`src/rtl/stopwatch_disp_pkg.sv`:
```
// Shared segment/anode constants and the digit-index type for the
// stopwatch seven-segment display multiplexer.
package stopwatch_disp_pkg;

    typedef logic [1:0] digit_idx_t;

    // Segment patterns are {g,f,e,d,c,b,a}, active-low.
    localparam logic [6:0] SEG_0    = 7'b1000000;
    localparam logic [6:0] SEG_1    = 7'b1111001;
    localparam logic [6:0] SEG_2    = 7'b0100100;
    localparam logic [6:0] SEG_3    = 7'b0110000;
    localparam logic [6:0] SEG_4    = 7'b0011001;
    localparam logic [6:0] SEG_5    = 7'b0010010;
    localparam logic [6:0] SEG_6    = 7'b0000010;
    localparam logic [6:0] SEG_7    = 7'b1111000;
    localparam logic [6:0] SEG_8    = 7'b0000000;
    localparam logic [6:0] SEG_9    = 7'b0010000;
    localparam logic [6:0] SEG_DASH = 7'b0111111;
    localparam logic [6:0] SEG_OFF  = 7'b1111111;

    localparam logic [3:0] AN_OFF = 4'b1111;
    // idx 0 is the leftmost digit (min1 on an[3]).
    localparam logic [3:0] AN_ONE_COLD [4] = '{4'b0111, 4'b1011, 4'b1101, 4'b1110};

endpackage

```
`src/rtl/stopwatch_display_mux_seg7_decode.sv`:
```
// BCD digit to active-low seven-segment pattern; codes 10-15 show a dash.
module seg7_decode
    import stopwatch_disp_pkg::*;
(
    input  logic [3:0] digit,
    output logic [6:0] seg
);

    always_comb begin
        seg = SEG_DASH;
        case (digit)
            4'd0:    seg = SEG_0;
            4'd1:    seg = SEG_1;
            4'd2:    seg = SEG_2;
            4'd3:    seg = SEG_3;
            4'd4:    seg = SEG_4;
            4'd5:    seg = SEG_5;
            4'd6:    seg = SEG_6;
            4'd7:    seg = SEG_7;
            4'd8:    seg = SEG_8;
            4'd9:    seg = SEG_9;
            default: seg = SEG_DASH;
        endcase
    end

endmodule

```
`src/rtl/stopwatch_display_mux.sv`:
```
// Time-multiplexed 4-digit common-anode driver for the stopwatch counter,
// with per-frame digit snapshots, one dark cycle between slots and field blink.
module stopwatch_display_mux #(
    parameter int REFRESH_DIV = 100000,
    parameter int BLINK_DIV   = 125
) (
    input  logic       clk,
    input  logic       reset,
    input  logic [2:0] min1,
    input  logic [3:0] min2,
    input  logic [2:0] sec1,
    input  logic [3:0] sec2,
    input  logic       blink_en,
    input  logic       blink_sel,
    input  logic       dp_en,
    output logic [3:0] an,
    output logic [6:0] seg,
    output logic       dp
);
    import stopwatch_disp_pkg::*;

    localparam int PW = (REFRESH_DIV > 2) ? $clog2(REFRESH_DIV) : 1;
    localparam int BW = (BLINK_DIV > 2) ? $clog2(BLINK_DIV) : 1;

    logic [PW-1:0] prescaler;
    logic          scan_tick;
    logic          drive_pending;
    logic          snap_valid;
    digit_idx_t    idx;
    logic [BW-1:0] blink_cnt;
    logic          blink_phase;
    logic [3:0]    shadow [4];
    logic [6:0]    cur_seg;
    logic          blink_hit;

    assign scan_tick = (prescaler == PW'(REFRESH_DIV - 1));
    // Minutes occupy idx 0-1, seconds idx 2-3.
    assign blink_hit = blink_en && blink_phase && (blink_sel ? !idx[1] : idx[1]);

    seg7_decode u_decode (
        .digit (shadow[idx]),
        .seg   (cur_seg)
    );

    always_ff @(posedge clk or posedge reset) begin
        if (reset) begin
            prescaler <= '0;
        end else if (scan_tick) begin
            prescaler <= '0;
        end else begin
            prescaler <= prescaler + PW'(1);
        end
    end

    always_ff @(posedge clk or posedge reset) begin
        if (reset) begin
            blink_cnt   <= '0;
            blink_phase <= 1'b0;
        end else if (scan_tick) begin
            if (blink_cnt == BW'(BLINK_DIV - 1)) begin
                blink_cnt   <= '0;
                blink_phase <= ~blink_phase;
            end else begin
                blink_cnt <= blink_cnt + BW'(1);
            end
        end
    end

    always_ff @(posedge clk or posedge reset) begin
        if (reset) begin
            idx           <= '0;
            drive_pending <= 1'b0;
            snap_valid    <= 1'b0;
            shadow[0]     <= '0;
            shadow[1]     <= '0;
            shadow[2]     <= '0;
            shadow[3]     <= '0;
            an            <= AN_OFF;
            seg           <= SEG_OFF;
            dp            <= 1'b1;
        end else begin
            drive_pending <= scan_tick;
            if (scan_tick) begin
                // Blank edge: go dark while the index moves, refresh snapshot at frame start.
                idx <= idx + 2'd1;
                an  <= AN_OFF;
                seg <= SEG_OFF;
                dp  <= 1'b1;
                if (!snap_valid || idx == 2'd3) begin
                    snap_valid <= 1'b1;
                    shadow[0]  <= {1'b0, min1};
                    shadow[1]  <= min2;
                    shadow[2]  <= {1'b0, sec1};
                    shadow[3]  <= sec2;
                end
            end else if (drive_pending) begin
                if (blink_hit) begin
                    an  <= AN_OFF;
                    seg <= SEG_OFF;
                    dp  <= 1'b1;
                end else begin
                    an  <= AN_ONE_COLD[idx];
                    seg <= cur_seg;
                    dp  <= ~(dp_en && idx == 2'd1);
                end
            end
        end
    end

endmodule

```
`config.mk`:
```
export PLATFORM = sky130hd
export DESIGN_NAME = stopwatch_display_mux
export DESIGN_NICKNAME = d
export VERILOG_FILES = /design/src/rtl/stopwatch_disp_pkg.sv /design/src/rtl/stopwatch_display_mux_seg7_decode.sv /design/src/rtl/stopwatch_display_mux.sv
export SDC_FILE = /design/constraint.sdc
export NUM_CORES = 1
export LEC_CHECK = 0
export ABC_AREA = 1
export BUFFER_PORTS_ARGS = -buffer_cell sky130_fd_sc_hd__buf_2
export CORE_UTILIZATION = 40
export DETAILED_ROUTE_END_ITERATION = 6
export PLACE_DENSITY = 0.6
export SLEW_MARGIN = 20
export SYNTH_ARGS = -nofsm -noshare
export SYNTH_HDL_FRONTEND = slang
export SYNTH_SLANG_ARGS = --single-unit
export TNS_END_PERCENT = 100
```
`constraint.sdc`:
```
create_clock -name clk -period 2 [get_ports clk]
set_input_delay 0.2 -clock clk [delete_from_list [all_inputs] [get_ports clk]]
set_output_delay 0.2 -clock clk [all_outputs]
set_load 0.005 [all_outputs]
```
; ---- After elaboration in Yosys (flattened, before gate mapping)
; Memory sizes are Yosys's and may differ from the RTL's.
; Index checks and enable logic that the tools add are counted.
[classes]
eq_ne = 4
reduce_logical = 9
n_bitwise = 3
n_lt_le_gt_ge = 1
addsub = 3
mux = 18
[ops]
columns = cell, n
row1 = $mux W4, 7
row2 = $mux W7, 4
row3 = $add A17 B1 Y17 const B, 1
row4 = $eq A17 B17 Y1 const B, 1
row5 = $mux W17, 1
row6 = $bmux W4 S2, 2
row7 = $add A7 B1 Y7 const B, 1
row8 = $eq A7 B7 Y1 const B, 1
row9 = $mux W1, 4
row10 = $reduce_and A2 Y1, 2
row11 = $ge A3 B3 Y1 const B, 1
row12 = $logic_and A1 B1 Y1, 3
row13 = $not A2 Y3, 1
row14 = $add A2 B1 Y2 const B, 1
row15 = $eq A2 B1 Y1 const B, 1
row16 = $eq A2 B2 Y1 const B, 1
row17 = $logic_not A1 Y1, 2
row18 = $not A1 Y1, 2
row19 = $reduce_bool A2 Y1, 1
row20 = $logic_or A1 B1 Y1, 1
[totals]
elab_cells = 52
register_bits = 55
output_inout_bits = 12
mem_bits_ro = 112
mem_count = 1
[memory_table]
columns = name, depth, width, read_ports, rd_clocked_by_memory_dff, write_ports, line
row1 = (no name shown), 16, 7, 1, 0, 0, stopwatch_display_mux_seg7_decode.sv:11  ; case (digit)

; ---- Depth between registers and ports, before layout
; Gate-level depths: netlist of the first run.
; An unclocked memory read counts as a cell.
[logic_depth]
depth_word = 8
ltp_mapped = 13

; ---- Modules after synthesis
; A second synthesis of the first run with hierarchy kept.
[hier_totals]
cells_unflattened = 405
area_unflattened_um2 = 3118.0
[by_module_without_submodules]
columns = module, seq_area_each_um2, area_each_um2, cells_per_inst, n_inst
row1 = stopwatch_display_mux, 1391.3, 2931.6, 370, 1
row2 = seg7_decode, 0.0, 186.4, 35, 1

; ---- Worst setup path after synthesis of the first run
; No wires, ideal clock.
[synth_timing]
path_kind = reg2reg
start = register idx[0]
end = register seg[3]
stages_incl_launch_ff = 12
arrival_ns = 1.502
required_ns = 1.928
slack_ns = 0.426
path_cell_list = dfrtp_1 > buf_4 > inv_2 > nand2_1 > nand3_1 > nand2_1 > ha_1 > nand3_1 > nand3_1 > nand3_1 > nand2_1 > inv_1
[synth_between]
elab_chain_cells = 8
[synth_lines]
columns = element, line
row1 = "start, declared", stopwatch_display_mux.sv:29  ; digit_idx_t idx;
row2 = "start signal, assigned", stopwatch_display_mux.sv:85  ; idx <= idx + 2'd1;
row3 = $not A2 Y3 (implied by the code), stopwatch_display_mux.sv:41  ; .digit (shadow[idx]),
row4 = $bmux W4 S2, stopwatch_display_mux.sv:41
row5 = $mux W4 (implied by the code) (2 in a row), stopwatch_display_mux.sv:41
row6 = $mem_v2 Z16 W7, -
row7 = $mux W7, stopwatch_display_mux.sv:97  ; if (blink_hit) begin
row8 = $mux W7, stopwatch_display_mux.sv:96  ; end else if (drive_pending) begin
row9 = $mux W7, stopwatch_display_mux.sv:83  ; if (scan_tick) begin
row10 = "end signal, assigned", stopwatch_display_mux.sv:103  ; seg <= cur_seg;
row11 = "end, declared", stopwatch_display_mux.sv:17  ; output logic [6:0] seg,
; Every way passes these cells. The select of a mux whose other input is x is not followed.
; A chain may end at the register's enable or synchronous reset.

; ---- Worst setup path in the final report of the first run
[layout_timing]
start = register idx[0]
end = register seg[5]
; The elaborated chain is that of the path after synthesis.

==> results of run 1 <==
==> flip-flops by register name, indices dropped and copies added, names as in the netlist <==
register / cells
an: 4
drive_pending: 1
snap_valid: 1
idx: 2
prescaler: 17
blink_phase: 1
shadow: 14
blink_cnt: 7
seg: 7
dp: 1
==> area by class of cell <==
type                            instances  share of cell area (%)
Clock buffer                            5                   1.999
Clock inverter                          3                   1.272
Inverter                               53                   5.923
Multi-Input combinational cell        263                   40.48
Sequential cell                        55                   40.41
Tap cell                               99                   3.597
Timing Repair Buffer                   37                   6.323
==> tightest hold or removal path: cells and delay by family <==
kind / cells / cell delay, ns
and+or+nand+nor: 2 / 0.09
buffers and inverters: 1 / 0.07
==> synthesized netlist by cell type, types with 3 or more instances <==
cell type	number
inv_1	46
buf_6	4
dfstp_2	12
o21ai_0	7
nor3_1	5
nor2_2	6
nand3_1	34
nand3b_1	8
xor2_1	13
ha_1	15
o21ai_1	4
dfrtp_1	43
nand2_2	5
a21oi_1	3
nand2_1	120
inv_2	6
nand4_1	3
nor2_1	28
==> worst max path at each step <==
stage	cells after the start	end	start
final	12	seg[5]	idx[0]
after global routing	11	seg[4]	idx[0]
after CTS	9	shadow[4]	prescaler[1]
after detailed placement	9	shadow[4]	prescaler[0]
after global placement	12	seg[5]	idx[0]
after floorplan	11	seg[3]	idx[0]
==> cell families (layout without fill, tap and decap cells) <==
family	Yosys count	count (layout)	synth area share, %
adder cells (fa/ha/maj)	15	15	6.155
flip-flops	55	55	45.63
AO/OA/AOI/OAI	18	18	3.611
XOR/XNOR	15	15	4.309
buffers and inverters	59	98	8.658
AND/OR/NAND/NOR	215	215	31.64
==> layout by cell type, fill, tap and decap left out, types with 3 or more instances in the layout <==
cell type,instances
dfstp_2,12
o21ai_1,4
buf_2,30
buf_4,5
clkbuf_8,5
nand2_1,120
inv_2,7
nor3_1,5
xor2_1,13
dfrtp_1,43
nand4_1,3
nor2_2,6
nand3_1,34
nand2_2,5
nand3b_1,8
inv_1,45
a21oi_1,3
o21ai_0,7
ha_1,15
nor2_1,28
==> where the power goes <==
| part | total, W | leakage [nW] | switching, W | internal, W |
|---|---|---|---|---|
| Clock | 0.000751 | 0.0581 | 0.000378 | 0.000374 |
| Sequential | 0.00111 | 0.637 | 0 | 0.00111 |
| Combinational | 0.0000453 | 1.10 | 0.0000276 | 0.0000178 |
==> metrics by stage <==
stage               utilization [%]  hold WS, ns
floorplan                         -       0.3166
global placement              45.54       0.2960
detailed placement            45.54       0.2985
CTS                           47.22      0.07284
global route                  47.22      0.06911
finish                        47.22      0.08084
==> metal layers <==
layer | part of all wire [%] | GRT usage (%)
met3 | 2.7 | 2.862
met5 | 0 | 0
met1 | 51 | 22.92
met2 | 46 | 27.06
met4 | 0.40 | 3.463
==> metrics.md, run 1 <==
| Metric | Value |
|---|---|
| H-tree Lvls | 2 |
| Cell taking the most area after synthesis | dfrtp_1 |
| # Max-Cap Violations | 0 |
| Post-CTS Setup Bufs | 0 |
| R2R cell count | 12 |
| Final Skew | between 0.006 and 0.007 ns |
| CP bufs+invs | 4 |
| DIE AREA | around 8000 um2 |
| GRT overflow | 0 |
| Initial antenna violation count | 0 |
| Post-Route WL | between 5000 and 6000 um |
| Diode count | 0 |
| Setup TNS | 0 ns |
| Total power | between 0.0015 and 0.002 W |
| I/O Buffers | 30 |
| Core box area | 7292 um2 |
| WHS Path Cells | 3 |
| Post-Place Setup Slack | a little over 0.3 ns |
| Slowest stage cell, crit path | dfrtp_1 |
| Num CTS Buffers | 5 |
| Final Slew Violations | 0 |
| Fillcell total | 758 |
| # hold bufs at CTS | 1 |
| Clock transition at path regs | around 0.11 ns |
| CTS max path bufs | 2 |
| Hpwl dp | around 4300 um |
| Vias post-DR | around 2300 |
| Hold path endpoint | shadow[6] |
| Hold path start | sec1[2] |
| Fraction of layout cells with a size suffix above 1 | 20.19% |
| Setup ws final | between 0.2 and 0.3 ns |
| Run status | finished, final reports clean |
| Ports | 31 |
| CTS tree | yes |
| RSZ-0062 raised after global routing | false |
| Number of global-route vias before repair | 2229 |
| Crit path top cell by count | nand3_1 |
| Min Tclk post-route | between 1.5 and 2 ns |
| Placement row count | 31 |
| Seq/Total Area, Yosys | between 40 and 50% |
| CTS Sinks | between 50 and 60 |
| DR vias/cell | between 4 and 5 |
| Die W | between 80 and 90 um |
| Slew HR | 60.84% |
| Clock root cell | clkbuf_8 |
| Final hold violations | 0 |
| Synth Net Count | between 400 and 500 |
| Worst EP required | about 2.3 ns |
| Die Y | roughly 90 um |
| Final #Nets | about 450 |
| Global-route wire length before repair | 10230 um |
| Static Leak | approximately 1.8 nW |
| Critical path, cell by cell | inv_2 > nand2_1 > nand3_1 > nand2_1 > inv_1 > ha_1 > inv_1 > nand3_1 > nand3_1 > nand3_1 > nand2_1 > inv_1 |
| Router iterations before antenna repair | 4 |
| Routability congestion estimate | around 0.83 |
| Register area | 1391 um2 |
| CP max FO | 9 |
| DRC | 0 |
| Pin count of the biggest net entering global routing | 31 |
| Synth Warn # | 0 |
| Ys async rst share | between 90% and 100% |
| Number of synthesized flops with an enable pin | 0 |
| CP startpoint kind | register |
| Final Instance Area | between 3000 and 4000 um2 |
| Post-synthesis register bit count | 55 |
| Peak supply drop | 0.2771 mV |
| Cell count after synthesis | 377 |
| WL/cell | 11.17 um |
| Reg-to-Reg End | seg[5] |
| Reg-to-Reg Start | idx[0] |
| Area of the multi-input gates | about 1400 um2 |
| Final Cycle Share | between 80% and 90% |
| Synth area leaders | dfrtp_1 (35%), nand2_1 (15%), dfstp_2 (10%) |
| Critical Path Sink Type | register |
| Starting Density | a little over two fifths |
| GRT Util Overall | between 10% and 20% |
| Synth top area share | 35.29% |
| Clock Latency Late Sink | a little over 0.3 ns |
| FF-to-FF setup slack | about 0.29 ns |
| Final setup fails | 0 |
| Max Fclk | about 0.58 GHz |
| Critical path class | reg2reg |
| Power per cell area | ~550 nW/um2 |
| Most used DFF post-synth | dfrtp_1 |
| Synth unique cells | 29 |
| Worst-Margin Slew | between 0.5 and 0.6 ns |
| Routed Antenna Nets | 0 |
| CP delay by family, top | simple AND/OR/NAND/NOR gates |
| Synth-to-Final Area Change | 12.93% |
| Worst hold path class | in2reg |
| Mapped Area | between 3000 and 4000 um2 |
| Placed cells | 506 |
| CP arrival | ~2.0 ns |
| Post-DP Area | around 3300 um2 |
| Layout Cells excl Fill | around 520 |
| Avg Cell Area, Syn | a little over 8 um2 |
| Post-CTS sizing | 0 |
| Initial DRC count | a little over 80 |
| Highest cell delay on the worst timing path | around 0.45 ns |
No activity file was read; power rests on OpenSTA's default activity.
==> inputs of run 2 (changes only) <==
--- a/config.mk
+++ b/config.mk
@@ -7,9 +7,9 @@
 export LEC_CHECK = 0
 export ABC_AREA = 1
 export BUFFER_PORTS_ARGS = -buffer_cell sky130_fd_sc_hd__buf_2
-export CORE_UTILIZATION = 40
+export CORE_UTILIZATION = 59
 export DETAILED_ROUTE_END_ITERATION = 6
-export PLACE_DENSITY = 0.6
+export PLACE_DENSITY = 0.82
 export SLEW_MARGIN = 20
 export SYNTH_ARGS = -nofsm -noshare
 export SYNTH_HDL_FRONTEND = slang
==> run 2 against run 1 <==
Fmax fell by 0.18%. Clock skew fell by 0.0019 ns. Critical path depth fell by 3. Count of clock-buffer cells in the layout rose by 1. Combinational power fell by 2%. Sequential power barely moved. Routed wire length rose by 0.70%. Clock power rose by 16%. First-iteration DRC count rose by 69%. Cell count fell by 6.2%. Cell area fell by 0.58%. Sequential cell count did not move.
==> metrics.md, run 2 (synthesis gave the netlist of run 1 again) <==
| Metric | Value |
|---|---|
| Diode count | 0 |
| Pin count of the biggest net entering global routing | 56 |
| GRT Max-Usage Layer | met2 |
| Final Instance Area | around 3400 um2 |
| Die W | approximately 74 um |
| Met1 Resource Use GR | 34.11% |
| Worst-Margin Slew | roughly 0.37 ns |
| Global-route wire length before repair | 9936 um |
| Commonest non-fill, non-tap cell in the layout | nand2_1 |
| Vias post-DR | 2401 |
| Die Y | 73.89 um |
| Setup TNS | 0 ns |
| Final Cycle Share | between 80% and 90% |
| Slowest stage cell, crit path | dfrtp_1 |
| DR vias/cell | roughly 5 |
| Post-Route WL | between 5000 and 6000 um |
| Final Slew Violations | 0 |
| FF-to-FF setup slack | 0.28 ns |
| Num CTS Buffers | 5 |
| Synth-to-Final Area Change | 12.27% |
| CP arrival | approximately 2 ns |
| Worst EP required | around 2.3 ns |
| WHS Path Cells | 3 |
| Clock transition at path regs | 0.10 ns |
| Hold path start | sec1[1] |
| Run status | finished, final reports clean |
| Most frequent cells in the layout | nand2_1 (120), inv_1 (45), dfrtp_1 (43) |
| Initial DRC count | between 100 and 150 |
| Top reg by flops | prescaler |
| Reg-to-Reg End | shadow[11] |
| Post-CTS sizing | 0 |
| Final setup fails | 0 |
| CTS tree | yes |
| Critical path class | reg2reg |
| Fraction of layout cells with a size suffix above 1 | 19.95% |
| Hpwl dp | around 4000 um |
| Clock root cell | clkbuf_8 |
| DIE AREA | around 5500 um2 |
| CTS Sinks | 55 |
| GRT overflow | 0 |
| Critical path, cell by cell | ha_1 > nand2_1 > nor2_2 > nand2_1 > inv_1 > nand2_4 > a21oi_4 > nand2_1 > nand2_1 |
| Critical Path Sink Type | register |
| RSZ-0062 raised after global routing | false |
| CP startpoint kind | register |
| CP max FO | 14 |
| R2R cell count | 9 |
| WL/cell | around 12 um |
| Placement row count | 25 |
| Post-Place Setup Slack | 0.2864 ns |
| Clock Latency Late Sink | between 0.3 and 0.4 ns |
| # Max-Cap Violations | 0 |
| Met2 usage | roughly 38% |
| Setup ws final | roughly 0.28 ns |
| Core box area | around 4800 um2 |
| Power per cell area | slightly below 600 nW/um2 |
| Final #Nets | between 400 and 500 |
| Post-DP Area | roughly 3300 um2 |
| H-tree Lvls | 2 |
| I/O Buffers | 30 |
| CP Launch Point | prescaler[0] |
| Number of global-route vias before repair | 2224 |
| CTS max path bufs | 2 |
| Worst hold path class | in2reg |
| Peak supply drop | approximately 0.43 mV |
| Starting Density | 62.89% |
| Min Tclk post-route | ~1.7 ns |
| Router iterations before antenna repair | 5 |
| Top flop regs | prescaler (17), shadow (14) |
| Largest register FFs | 17 |
| Initial antenna violation count | 0 |
| Post-CTS Setup Bufs | 0 |
| GRT Util Overall | roughly 24% |
| Max Fclk | 0.5827 GHz |
| Crit path top cell by count | nand2_1 |
| Highest cell delay on the worst timing path | 0.38 ns |
| DRC | 0 |
| Final Skew | around 0.0042 ns |
| Final hold violations | 0 |
| Hold path endpoint | shadow[5] |
| Slew HR | around three quarters |
| Met3 global-route usage | a little over 4% |
| Fillcell total | between 300 and 400 |
| Ports | 31 |
| Routability congestion estimate | 0.8440 |
| Routed Antenna Nets | 0 |
| Static Leak | between 1.5 and 2 nW |
| Reg-to-Reg Start | prescaler[0] |
==> run 2: cell types whose count changed in the layout (fill, tap and decap cells not counted), sizes merged <==
cell / change
clkinv: -2
clkbuf: +1
bufinv: +1
==> run 2: routing by layer <==
metal  share of wire, %  vias up
met2                 47       37
met4                1.1        0
met3                2.6        5
met1                 49     1119
li1                   -     1240
met5                  0        -
==> run 2: what timing repair did <==
action / 4_1_cts / 5_1_grt
endpoints found under the hold margin: 43 / 0
setup endpoints to repair: 0 / 0
hold buffers: 1 / 0
==> run 2: stage by stage <==
step | hold WS [ns] | instances | utilization (%) | total power (W)
final | 0.08483 | 483 | 70.61 | 0.002028
after global routing | 0.07503 | 483 | 70.61 | 0.002084
after detailed placement | 0.2765 | 474 | 67.66 | 0.001178
after CTS | 0.07979 | 483 | 70.61 | 0.002036
after floorplan | 0.3166 | 377 | - | 0.001150
after global placement | 0.2718 | 474 | 67.66 | 0.001178
==> run 2: critical path: cells and delay by family (launching register included) <==
family                     cells  cell delay (ns)
AOI/OAI and AO/OA              1             0.34
buffers and inverters          1             0.11
DFF                            1             0.38
and+or+nand+nor                6             0.66
adders and majority gates      1             0.17
==> run 2: worst max path at each step <==
stage | endpoint | slack [ns] | cells past startpoint
2_1_floorplan | seg[3] | 0.43 | 11
3_3_place_gp | shadow[4] | 0.34 | 9
3_5_place_dp | shadow[11] | 0.29 | 9
4_1_cts | shadow[11] | 0.26 | 9
5_1_grt | seg[5] | 0.06 | 12
6_report | shadow[11] | 0.28 | 9
==> run 2: layout make-up <==
cell class / count / area, um2 / share of cell area [%]
Inverter: 53 / 203.9 / 5.958
Clock buffer: 6 / 72.57 / 2.120
Multi-Input combinational cell: 263 / 1394 / 40.72
Timing Repair Buffer: 37 / 217.7 / 6.360
Clock inverter: 2 / 60.06 / 1.754
Sequential cell: 55 / 1391 / 40.64
Tap cell: 67 / 83.83 / 2.449
==> run 2: power by group <==
| group | internal [W] | switching, W |
|---|---|---|
| sequential | 0.00111 | 0 |
| clock | 0.000501 | 0.000370 |
| combinational | 0.0000180 | 0.0000267 |
| total | 0.00163 | 0.000397 |
